--- config.mk ---
export PLATFORM = sky130hd
export DESIGN_NAME = ram_1h_loader
export DESIGN_NICKNAME = d
export VERILOG_FILES = /design/src/rtl/ram_1h_loader_pkg.sv /design/src/rtl/ram_1h_loader.sv
export SDC_FILE = /design/constraint.sdc
export NUM_CORES = 1
export LEC_CHECK = 0
export CAP_MARGIN = 30
export CORE_MARGIN = 2
export CORE_UTILIZATION = 43
export DETAILED_ROUTE_END_ITERATION = 12
export GPL_TIMING_DRIVEN = 1
export PLACE_DENSITY = 0.77
export SLEW_MARGIN = 0
export SYNTH_ARGS = -nofsm -noshare
export SYNTH_HDL_FRONTEND = slang
export SYNTH_SLANG_ARGS = --single-unit
--- constraint.sdc ---
create_clock -name clock -period 2.2 [get_ports clock]
set_input_delay 0.66 -clock clock [delete_from_list [all_inputs] [get_ports clock]]
set_output_delay 0.66 -clock clock [all_outputs]
set_load 0.01 [all_outputs]
--- src/rtl/ram_1h_loader_pkg.sv ---
// Shared state encoding and default geometry for the RAM loader.
package ram_1h_loader_pkg;

  localparam int DEF_ADDR_WIDTH = 11;
  localparam int DEF_DATA_WIDTH = 8;

  typedef enum logic [1:0] {
    ST_IDLE  = 2'd0,
    ST_CLEAR = 2'd1,
    ST_LOAD  = 2'd2,
    ST_DONE  = 2'd3
  } state_e;

endpackage

--- src/rtl/ram_1h_loader.sv ---
// Front end for a single-port RAM: CPU pass-through when idle, otherwise the
// block owns the RAM to fill it with a constant or load it from a stream.
module ram_1h_loader
  import ram_1h_loader_pkg::*;
#(
  parameter int                    ADDR_WIDTH = DEF_ADDR_WIDTH,
  parameter int                    DATA_WIDTH = DEF_DATA_WIDTH,
  parameter logic [DATA_WIDTH-1:0] FILL_VALUE = '0
) (
  input  logic                  clock,
  input  logic                  reset_n,
  input  logic                  clear_req,
  input  logic                  load_req,
  output logic                  busy,
  output logic                  done,
  output logic                  overflow,
  input  logic                  dl_valid,
  input  logic [DATA_WIDTH-1:0] dl_data,
  input  logic                  dl_last,
  output logic                  dl_ready,
  input  logic                  cpu_en,
  input  logic                  cpu_we,
  input  logic [ADDR_WIDTH-1:0] cpu_addr,
  input  logic [DATA_WIDTH-1:0] cpu_data,
  output logic [DATA_WIDTH-1:0] cpu_q,
  output logic [ADDR_WIDTH-1:0] ram_address,
  output logic [DATA_WIDTH-1:0] ram_data,
  output logic                  ram_wren,
  output logic                  ram_clken,
  input  logic [DATA_WIDTH-1:0] ram_q,
  output logic [1:0]            state_dbg
);

  localparam logic [ADDR_WIDTH-1:0] ADDR_LAST = '1;

  state_e                  state_q;
  logic [ADDR_WIDTH-1:0]   clr_cnt_q, clr_cnt_d;
  logic [ADDR_WIDTH-1:0]   ld_cnt_q, ld_cnt_d;
  logic                    pend_q;
  logic [ADDR_WIDTH-1:0]   pend_addr_q;
  logic [DATA_WIDTH-1:0]   pend_data_q;
  logic                    overflow_q, busy_q, done_q, ready_q;

  // Both counters wrap naturally at the top of the address space.
  assign clr_cnt_d = clr_cnt_q + 1'b1;
  assign ld_cnt_d  = ld_cnt_q + 1'b1;

  // Handshake: a download beat transfers on a rising edge where dl_valid and
  // dl_ready are both high; dl_ready is high only while in LOAD.
  always_ff @(posedge clock or negedge reset_n) begin
    if (!reset_n) begin
      state_q     <= ST_IDLE;
      clr_cnt_q   <= '0;
      ld_cnt_q    <= '0;
      pend_q      <= 1'b0;
      pend_addr_q <= '0;
      pend_data_q <= '0;
      overflow_q  <= 1'b0;
      busy_q      <= 1'b0;
      done_q      <= 1'b0;
      ready_q     <= 1'b0;
    end else begin
      done_q <= 1'b0;
      pend_q <= 1'b0;
      case (state_q)
        ST_IDLE: begin
          if (clear_req) begin
            state_q   <= ST_CLEAR;
            busy_q    <= 1'b1;
            clr_cnt_q <= '0;
          end else if (load_req) begin
            state_q    <= ST_LOAD;
            busy_q     <= 1'b1;
            ready_q    <= 1'b1;
            ld_cnt_q   <= '0;
            overflow_q <= 1'b0;
          end
        end
        ST_CLEAR: begin
          clr_cnt_q <= clr_cnt_d;
          if (clr_cnt_q == ADDR_LAST) begin
            state_q <= ST_DONE;
            done_q  <= 1'b1;
          end
        end
        ST_LOAD: begin
          if (dl_valid && ready_q) begin
            pend_q      <= 1'b1;
            pend_addr_q <= ld_cnt_q;
            pend_data_q <= dl_data;
            ld_cnt_q    <= ld_cnt_d;
            if (ld_cnt_q == ADDR_LAST) overflow_q <= 1'b1;
            if (dl_last) begin
              state_q <= ST_DONE;
              done_q  <= 1'b1;
              ready_q <= 1'b0;
            end
          end
        end
        ST_DONE: begin
          state_q <= ST_IDLE;
          busy_q  <= 1'b0;
        end
        default: begin
          state_q <= ST_IDLE;
          busy_q  <= 1'b0;
          ready_q <= 1'b0;
        end
      endcase
    end
  end

  // While busy the loader alone drives the RAM; the last load write lands in DONE.
  always_comb begin
    ram_address = cpu_addr;
    ram_data    = cpu_data;
    ram_wren    = cpu_we & cpu_en;
    ram_clken   = cpu_en;
    case (state_q)
      ST_CLEAR: begin
        ram_address = clr_cnt_q;
        ram_data    = FILL_VALUE;
        ram_wren    = 1'b1;
        ram_clken   = 1'b1;
      end
      ST_LOAD, ST_DONE: begin
        ram_address = pend_addr_q;
        ram_data    = pend_data_q;
        ram_wren    = pend_q;
        ram_clken   = pend_q;
      end
      default: ;
    endcase
  end

  assign cpu_q     = ram_q;
  assign busy      = busy_q;
  assign done      = done_q;
  assign overflow  = overflow_q;
  assign dl_ready  = ready_q;
  assign state_dbg = state_q;

endmodule

# [After elaboration in Yosys (flattened, before gate mapping)]
# Index checks and enable logic that the tools add are counted.
[op_classes] n_addsub=2 n_eq_ne=13 n_mux=34 bitwise_logic=1 n_reduce_logical=13
[ops] operator="case mux 11 bit (2 select lines)" n=3
[ops] operator="2-to-1 mux 11 bit" n=4
[ops] operator="adder 11 x 1 -> 11 bit (second input constant)" n=2
[ops] operator="== test 11 bit (second input constant)" n=2
[ops] operator="case mux 8 bit (2 select lines)" n=1
[ops] operator="2-to-1 mux 1 bit" n=14
[ops] operator="!= test 2 bit (second input constant)" n=7
[ops] operator="case mux 1 bit (2 select lines)" n=6
[ops] operator="2-to-1 mux 2 bit" n=5
[ops] operator="AND reduction 5 bit" n=2
[ops] operator="case mux 2 bit (4 select lines)" n=1
[ops] operator="AND reduction 4 bit" n=2
[ops] operator="AND reduction 2 bit" n=3
[ops] operator="nonzero test 2 bit" n=3
[ops] operator="== test 2 bit (second input constant)" n=2
[ops] operator="!= test 3 bit (second input constant)" n=1
[ops] operator="== test 2 x 1 -> 1 bit (second input constant)" n=1
[ops] operator="zero test 2 bit" n=1
[ops] operator="OR reduction 2 bit" n=1
[ops] operator="AND 1 bit" n=1
[ops] operator="logical AND 1 bit" n=1
[totals] reg_bits=48 input_bits=43

# [Longest topological paths before layout]
[depth] word_depth=4 depth_mapped=8 ltp_nobuf=6

# [Worst setup path after synthesis]
# No wires, ideal clock.
[synth_timing] kind="reg2out" from="register state_q[0] (netlist: state_dbg[0])" to="output ram_address[7]" t_arrival_ns=1.727 required_time_ns=1.540 slack_ns=-0.187 path_stages_with_launch=9 n_path_buf=2 cell_sequence="dfrtp_1 inv_1 ha_1 buf_2 nor2_1 nor2_1 buf_2 a222oi_1 inv_1"
[synth_between] elab_chain_cells=3
[synth_lines] element="start: declaration" line_no="ram_1h_loader.sv:36" rtl="state_e state_q;"
[synth_lines] element="start signal: assignment" line_no="ram_1h_loader.sv:52" rtl="state_q <= ST_IDLE;"
[synth_lines] element="start signal: assignment" line_no="ram_1h_loader.sv:68" rtl="state_q <= ST_CLEAR;"
[synth_lines] element="start signal: assignment" line_no="ram_1h_loader.sv:72" rtl="state_q <= ST_LOAD;"
[synth_lines] element="== test 2 bit" line_no="ram_1h_loader.sv:119" rtl="case (state_q)"
[synth_lines] element="OR reduction 2 bit" line_no="ram_1h_loader.sv:119"
[synth_lines] element="case mux 11 bit (2 select lines) (*)" line_no="ram_1h_loader.sv:119"
[synth_lines] element="end: declaration" line_no="ram_1h_loader.sv:26" rtl="output logic [ADDR_WIDTH-1:0] ram_address,"
# Every way passes the cells marked *; elsewhere a longest branch is shown, timed or not.

# [Final worst setup path]
[layout_timing] from="register state_q[0] (netlist: state_dbg[0])" to="output ram_address[8]"
# The elaborated chain is that of the path after synthesis.

==> results.txt <==
Yosys cell types: 45
Final worst setup slack: -0.335 ns
Worst rel slew slack: 63.3%
Leak pwr: 1.64 nW
Cells after synthesis: 263
EDFF count, synth: 0
Max Clock Freq: 0.395 GHz
Initial core utilization: 44.9%
# diodes: 0
Post-DP HPWL: 5.14 mm
Flops & latches, synth: 48
Clock Latency Late Sink: 0.30 ns
CTS root buffer: clkbuf_8
RR Startpoint: state_dbg[0]
Crit path launch: state_dbg[0]
CP peak stage delay: 0.40 ns
Worst-path maximum fanout: 12
Met2 GRT Util: 37.1%
Critical Path RT: 1.54 ns
Syn. warnings: 0
Reg2reg path depth: 9
Met1 global-route usage: 28.4%
Failing checks: negative setup slack
Area grow syn2layout: 36.3%
Gr ovfl total: 0
CTS hold repair buffers: 0
Crit path kind: reg -> out
First-pass GRT wire length: 12.2 mm
RePlAce Congestion: 0.852
Die Width: 82.9 um
Sequential fraction of design power: 31.0%
Layout Nets: 394
Most frequent CP cell: nor2_4
Core ar.: 5960 um2
TritonCTS clock tree: built
Critical Path Start Type: flop
Maxcap violations: 0
Most common cell after layout, fill and taps aside: dfrtp_1
1st-iter DRT viols: 182
Clock Power Share: 11.5%
Hold Vio Cnt, Final: 0
Sw Ratio: 40.1%
Power share of the combinational group: 57.5%
Vias per cell: 5.67
Internal: 0.00287 W
Io pins: 78
Top_reg_cell synth: dfrtp_1
Syn avg cell area: 10.2 um2
R2r endpoint: ld_cnt_q[9]
Switching power: 0.00192 W
Min Clock Period, post-route: 2.53 ns
Status: finished, violations left
Most frequent cells in the layout: dfrtp_1 (46), clkdlybuf4s50_1 (39), buf_4 (27)
Worst vdd ir: 0.803 mV
Die Y: 82.9 um
HP Class: in -> async
Fin crit share: 115%
# port buffers: 61
Routed Antenna Nets: 0
Share of cells above drive strength 1: 29.5%
Busiest layer in global routing: met2
# DRC: 0
Final core occ: 61.2%
Die Footprint: 6860 um2
PwrDens: 1320 nW/um2
Reg2reg setup slack: 0.08 ns
Final slew viol count: 0
Post-Syn Nets: 312
Post-synthesis async set-or-reset flop share: 100%
Slowest CP cell: dfrtp_2
Vias: 2,387
Global Route Usage Sum: 21.9%
Crit-path cells: inv_2 -> buf_6 -> ha_4 -> nor2_4 -> nor2_4 -> buf_12 -> a222oi_1 -> inv_1 -> buf_2
Vias in the first global route: 2,464
Met3 Use GR: 3.58%
Clk sinks: 48
Setup TNS: -4.89 ns
Clock skew: 0.00412 ns
Worst EP arrival: 1.87 ns
Largest net degree at the start of global routing: 22
TritonCTS buffer count: 5
End of the critical path: ram_address[8]
Final WL: 7.21 mm
Clk slew on worst S/H paths: 0.09 ns
Final setup fails: 21
Seq/Total Area, Yosys: 44.9%
CTS max path bufs: 2
Mapped Area: 2670 um2
CP endpoint kind: primary output
DR WL/cell: 17.1 um
Least-Margin Pin Slew: 0.548 ns
Drt first pass iters: 7
Htree depth: 2
RSZ-0062 raised after global routing: yes
Initial antenna violation count: 0
Row count: 28
cells in the mapped netlist, drive strengths merged, types with 3 or more instances:
cell | number | share of area [%]
ha | 6 | 2.8
nor4 | 3 | 0.70
a222oi | 9 | 3.4
a21oi | 7 | 1.3
mux2 | 18 | 7.6
nor2 | 17 | 2.4
nand4 | 4 | 0.94
inv | 19 | 2.7
xnor2 | 10 | 3.3
nand2 | 15 | 2.1
clkbuf | 6 | 0.84
a22o | 14 | 4.6
nand3 | 12 | 2.4
or4 | 3 | 0.84
o31ai | 3 | 0.84
o21ai | 17 | 3.2
nand2b | 4 | 1.2
buf | 14 | 3.9
dfrtp | 48 | 45
nor3 | 5 | 0.94
layer usage:
layer  vias up  share of wire (%)  wire (um)
li1       1125                  -          -
met1      1186                 42       3030
met2        66                 52       3720
met4         0                1.5        108
met3        10                4.8        347
met5         -                  0          0
registers in the layout (all words and copies together), names as in the netlist:
register,cells
clr_cnt_q,11
state_dbg,2
dl_ready,1
done,1
pend_addr_q,11
pend_data_q,8
pend_q,1
overflow,1
busy,1
ld_cnt_q,11
kinds of logic after synthesis:
logic type | share of synthesized area (%)
xor gates and xnor gates | 3.28
buffers and inverters | 7.58
AOI/OAI and AO/OA | 18.9
and+or+nand+nor | 14.2
muxes | 8.33
adders and majority gates | 2.81
DFF | 44.9
critical path, delay by kind of cell, from the launching register on:
family | cells | cell delay (ns)
fa+ha+maj | 1 | 0.16
flops | 1 | 0.40
simple gates | 2 | 0.18
compound gates | 1 | 0.30
buf+inv | 5 | 0.53
worst min-delay path by stage:
stage	to	cells after the start
6_report	pend_addr_q[10]	1
5_1_grt	pend_addr_q[10]	1
4_1_cts	pend_addr_q[10]	1
3_5_place_dp	pend_addr_q[10]	2
3_3_place_gp	pend_addr_q[10]	2
2_1_floorplan	busy	0
power by group through the flow:
| stage | Combinational [W] | Clock, W | Sequential (W) |
|---|---|---|---|
| CTS | 0.00270 | 0.000562 | 0.00147 |
| floorplan | 0.00146 | 0 | 0.00142 |
| finish | 0.00276 | 0.000550 | 0.00149 |
| global placement | 0.00260 | 0 | 0.00146 |
| global route | 0.00299 | 0.000595 | 0.00153 |
| detailed placement | 0.00266 | 0 | 0.00149 |
through the flow:
stage          total power, W  worst slack, ns  hold WS, ns  cell area, um2  std cells
2_1_floorplan         0.00288           0.0175        0.364            2690        263
3_3_place_gp          0.00406           -0.521        0.471            3490        407
3_5_place_dp          0.00415           -0.590        0.476            3490        407
4_1_cts               0.00474           -0.327        0.282            3620        421
5_1_grt               0.00512           -0.455        0.290            3640        421
6_report              0.00479           -0.335        0.279            3640        421
repair_timing:
| action | in CTS | in global routing |
|---|---|---|
| hold endpoints to repair | 0 | 0 |
| buffers inserted | 6 | 0 |
| cloned | 0 | 0 |
| pin swaps | 12 | 6 |
| resized for setup | 101 | 5 |
| setup endpoints to repair | 21 | 26 |
final cells by class:
cell class | count | area, um2
fillers | 510 | 2310
multi-input cells | 175 | 1360
flip-flops and latches | 48 | 1200
repair buffers | 95 | 820
well taps | 75 | 93.8
clock buffers | 8 | 90.1
inverters | 20 | 75.1
Note: power is estimated with default switching activity, not from simulation.
